===== config.mk =====
export PLATFORM = sky130hd
export DESIGN_NAME = auto_gdc
export DESIGN_NICKNAME = d
export VERILOG_FILES = /design/src/rtl/auto_gdc_pkg.sv /design/src/rtl/auto_gdc_travel_timer.sv /design/src/rtl/auto_gdc.sv
export SDC_FILE = /design/constraint.sdc
export NUM_CORES = 1
export LEC_CHECK = 0
export ABC_AREA = 1
export CAP_MARGIN = 20
export CORE_AREA = 2 2 39 41
export DETAILED_ROUTE_END_ITERATION = 10
export DIE_AREA = 0 0 41 43
export DONT_BUFFER_PORTS = 1
export HOLD_SLACK_MARGIN = 0.1
export SYNTH_ARGS = -nofsm -noshare
export SYNTH_HDL_FRONTEND = slang
export SYNTH_SLANG_ARGS = --single-unit

===== constraint.sdc =====
create_clock -name clk -period 0.8 [get_ports clk]
set_input_delay 0.16 -clock clk [delete_from_list [all_inputs] [get_ports clk]]
set_output_delay 0.16 -clock clk [all_outputs]
set_load 0.05 [all_outputs]

===== src/rtl/auto_gdc_pkg.sv =====
// Shared types and defaults for the garage-door controller.
// The optional travel watchdog is enabled with AUTO_GDC_TIMEOUT_EN.
package auto_gdc_pkg;

    typedef enum logic [1:0] {
        IDLE  = 2'b00,
        MV_UP = 2'b01,
        MV_DN = 2'b10
    } gdc_state_t;

    localparam int unsigned MAX_TRAVEL_CYCLES_DEF = 1000;

    // Motor drive pattern {up_m, dn_m} for a given state; anything unknown stops the motor.
    function automatic logic [1:0] gdc_drive(input gdc_state_t s);
        case (s)
            MV_UP:   return 2'b10;
            MV_DN:   return 2'b01;
            default: return 2'b00;
        endcase
    endfunction

endpackage


===== src/rtl/auto_gdc_travel_timer.sv =====
// Travel watchdog for auto_gdc; only built when AUTO_GDC_TIMEOUT_EN is defined.
// Counts cycles spent moving and flags the last permitted cycle of a move.
`ifdef AUTO_GDC_TIMEOUT_EN
module auto_gdc_travel_timer
    import auto_gdc_pkg::*;
#(
    parameter int unsigned MAX_TRAVEL_CYCLES = MAX_TRAVEL_CYCLES_DEF
) (
    input  logic clk,
    input  logic rst,
    input  logic run,
    input  logic clr,
    output logic expired
);

    localparam int unsigned CNT_W = (MAX_TRAVEL_CYCLES <= 2) ? 1 : $clog2(MAX_TRAVEL_CYCLES);
    localparam logic [CNT_W-1:0] LAST = CNT_W'(MAX_TRAVEL_CYCLES - 1);

    logic [CNT_W-1:0] cnt;

    always_ff @(posedge clk) begin
        if (!rst || clr) begin
            cnt <= '0;
        end else if (run && !expired) begin
            cnt <= cnt + 1'b1;
        end
    end

    assign expired = run && (cnt == LAST);

endmodule
`endif


===== src/rtl/auto_gdc.sv =====
// Garage-door controller: three-state Moore FSM driving the door motor between limit switches.
// Define AUTO_GDC_TIMEOUT_EN to add a travel watchdog of MAX_TRAVEL_CYCLES cycles.
module auto_gdc
    import auto_gdc_pkg::*;
#(
    parameter int unsigned MAX_TRAVEL_CYCLES = MAX_TRAVEL_CYCLES_DEF
) (
    input  logic clk,
    input  logic rst,
    input  logic activate,
    input  logic up_max,
    input  logic dn_max,
    output logic up_m,
    output logic dn_m
);

    gdc_state_t state;
    gdc_state_t state_nxt;
    logic       moving;
    logic       tmo;

    assign moving = (state == MV_UP) || (state == MV_DN);

`ifdef AUTO_GDC_TIMEOUT_EN
    // Counter is cleared whenever the door is not moving, so every move starts from zero.
    auto_gdc_travel_timer #(
        .MAX_TRAVEL_CYCLES(MAX_TRAVEL_CYCLES)
    ) u_timer (
        .clk     (clk),
        .rst     (rst),
        .run     (moving),
        .clr     (!moving),
        .expired (tmo)
    );
`else
    logic unused_cfg;
    assign unused_cfg = (MAX_TRAVEL_CYCLES < 2) ^ moving;
    assign tmo        = 1'b0;
`endif

    always_comb begin
        state_nxt = IDLE;
        case (state)
            IDLE: begin
                state_nxt = IDLE;
                if (activate) begin
                    // Both limits high is a switch fault: refuse to move.
                    if (up_max && !dn_max) state_nxt = MV_DN;
                    else if (!up_max)      state_nxt = MV_UP;
                end
            end
            MV_UP:   state_nxt = (up_max || tmo) ? IDLE : MV_UP;
            MV_DN:   state_nxt = (dn_max || tmo) ? IDLE : MV_DN;
            default: state_nxt = IDLE;
        endcase
    end

    // Outputs are registered from the next state so they always match the state register.
    always_ff @(posedge clk) begin
        if (!rst) begin
            state       <= IDLE;
            {up_m, dn_m} <= 2'b00;
        end else begin
            state       <= state_nxt;
            {up_m, dn_m} <= gdc_drive(state_nxt);
        end
    end

endmodule


==> qor.txt <==
Clock Latency Late Sink = 0.23 ns
Syn. warnings = 0
maximum clock path buffer count = 2
leading area contributor after synthesis = dfxtp_1
crit path to = up_m
setup ws final = -0.0487 ns
main area contributors after synthesis = dfxtp_1 (67%), nor2_1 (22%), nand2_1 (6.3%)
global-route usage over all layers = 3.41%
highest routed layer = met3
simple logic cell fraction of the synthesized area = 28.4%
GRT Residual Overflow = 0
Buffers on Ports = 0
Via Count = 117
Largest stage delay, worst path = 0.33 ns
final net count = 28
FF-to-FF setup slack = 0.17 ns
Avg Inst Size Synth = 8.49 sq um
post-synthesis adder-cell area fraction = 0%
CTS clk-pin slew, worst paths = 0.04 ns
Post-Syn Nets = 19
Post-Synth XOR/XNOR Area = 0%
IR drop worst, VDD = 0.261 mV
Rows = 14
pre-CTS setup slack = 0.162 ns
met1 WL = 74 um
worst path buffer plus inverter count = 1
WL per Instance = 6.30 um
max-cap violations = 0
initial core utilization = 8.59%
largest family of logic cells by synthesized area = simple AND/OR/NAND/NOR gates
H-tree levels = 1
first-pass GRT wire length = 289 um
RSZ-0062 raised after global routing = true
die area = 1760 sq um
Arr. time, crit path = 0.69 ns
Post-Syn Area = 119 sq um
Reg2Reg Depth = 3
worst-margin pin slew = 0.123 ns
final worst clock skew = 0.00134 ns
Die Ht = 43 um
ant diodes = 0
initial antenna violation count = 0
Root Buffer = clkbuf_4
total wire length = 233 um
Clock Sinks = 4
Synth top area share = 67.4%
Area Overhead vs Synth = 93.7%
residual DRC count = 0
Final Power = 0.514 mW
Max FO, Critical Path = 1
slowest stage cell on the critical path = dfxtp_2
family with the most delay on the worst path = flip-flops
hold-fix buffers at CTS = 2
complex-gate fraction of the synthesized area = 4.21%
worst r2r src = state[1]$_SDFF_PN0_
failing checks = negative setup slack
Leakage = 0.102 nW
crit-path cells = buf_12
Hold Fails Final Rpt = 0
setup TNS = -0.0933 ns
placed cell count = 32
period utilization = 106%
Finish-stage setup viols = 2
Synth cell types = 4
post-route insts no fill = 37
fill cell count = 152
startpoint types = flop
CTS tree = built
R2R Path End = up_m$_SDFF_PN0_
status = complete, but fails checks
largest net degree at the start of global routing = 3
Inserted Clock Buffers = 3
Top Ports = 7
Post-Syn Instances = 14
Critical Path RT = 0.64 ns
vias in the first global route = 106
Final GP Congestion = 0.418
routed vias/inst = 3.16
share of layout cells above drive strength 1 = 38.1%
min Tclk post-route = 0.849 ns
critical path startpoint = up_m$_SDFF_PN0_
1st-pass router iterations = 1
Setup CP Type = reg2out
number of DRC markers in iteration 0 = 0
number of synthesized register bits = 4
CP Depth = 1
Max Freq = 1180 MHz
ANT nets after route = 0
mux cell area share after synthesis = 0%
Slew Limit Fails = 0
sequential area share after synthesis = 67.4%
met2 WL = 132 um
met3 routed WL = 25 um
Core Region = 1380 sq um
Pwr Density = 2230 nW/um^2
Slew headroom = 91.7%
min-delay worst type = in2reg
CP endpoint kind = output pin
die width = 41 um
==> area by class of cell <==
class                   count  area (sq um)  share of cell area (%)
flip-flops and latches      4          82.6                    35.9
multi-input cells          10          42.5                    18.5
clock buffers               3          22.5                    9.78
well taps                  16          20.0                    8.70
repair buffers              4          62.6                    27.2
==> state kept, by name, indices dropped and copies added (netlist names) <==
name	count
dn_m	1
state	2
up_m	1
==> how the worst min path moves through the flow <==
stage	startpoint	end	slack (ns)	depth (start not counted)
6_report	up_max	state[1]$_SDFF_PN0_	0.08	2
5_1_grt	up_max	state[1]$_SDFF_PN0_	0.08	2
4_1_cts	up_max	state[1]$_SDFF_PN0_	0.09	2
3_5_place_dp	activate	state[0]$_SDFF_PN0_	0.31	2
3_3_place_gp	activate	state[0]$_SDFF_PN0_	0.31	2
2_1_floorplan	activate	state[0]$_SDFF_PN0_	0.30	2
==> kinds of logic (layout without fill, tap and decap cells) <==
kind of cell           Yosys count  count (layout)
buffers and inverters            0               7
AOI/OAI and AO/OA                1               1
DFF                              4               4
and+or+nand+nor                  9               9
==> routing by layer <==
layer / GRT usage, % / up-vias
met5: 0 / -
met1: 0.958 / 52
met2: 4.06 / 7
li1: - / 58
met3: 1.57 / 0
met4: 10.0 / 0
==> cell usage after synthesis <==
| library cell | instances |
|---|---|
| nor2_1 | 7 |
| nand2_1 | 2 |
| a21oi_1 | 1 |
| dfxtp_1 | 4 |
==> cells in the final DEF, fill, tap and decap left out, drive strengths merged <==
master        n
buf           2
clkbuf        3
nand2         2
dlygate4sd3   1
a21oi         1
dlymetal6s4s  1
nor2          7
dfxtp         4
==> per-stage QoR <==
stage | instance area (sq um) | utilization [%] | hold WS (ns)
5_1_grt | 230 | 16.6 | 0.0810
4_1_cts | 224 | 16.2 | 0.0896
3_3_place_gp | 179 | 12.9 | 0.309
6_report | 230 | 16.6 | 0.0797
3_5_place_dp | 179 | 12.9 | 0.315
2_1_floorplan | 119 | - | 0.301
==> power by group <==
part           total (mW)  switching (mW)  internal (mW)
registers           0.215         0.00534          0.210
clock network       0.240          0.0732          0.167
logic              0.0582          0.0283         0.0298
==> timing repair <==
action / 4_1_cts / 5_1_grt
hold endpoints to repair: 4 / 1
pin swaps: 0 / 1
buffers inserted: 0 / 0
endpoints found under the setup margin: 2 / 6
resized for setup: 2 / 2
No activity file was read; power rests on OpenSTA's default activity.
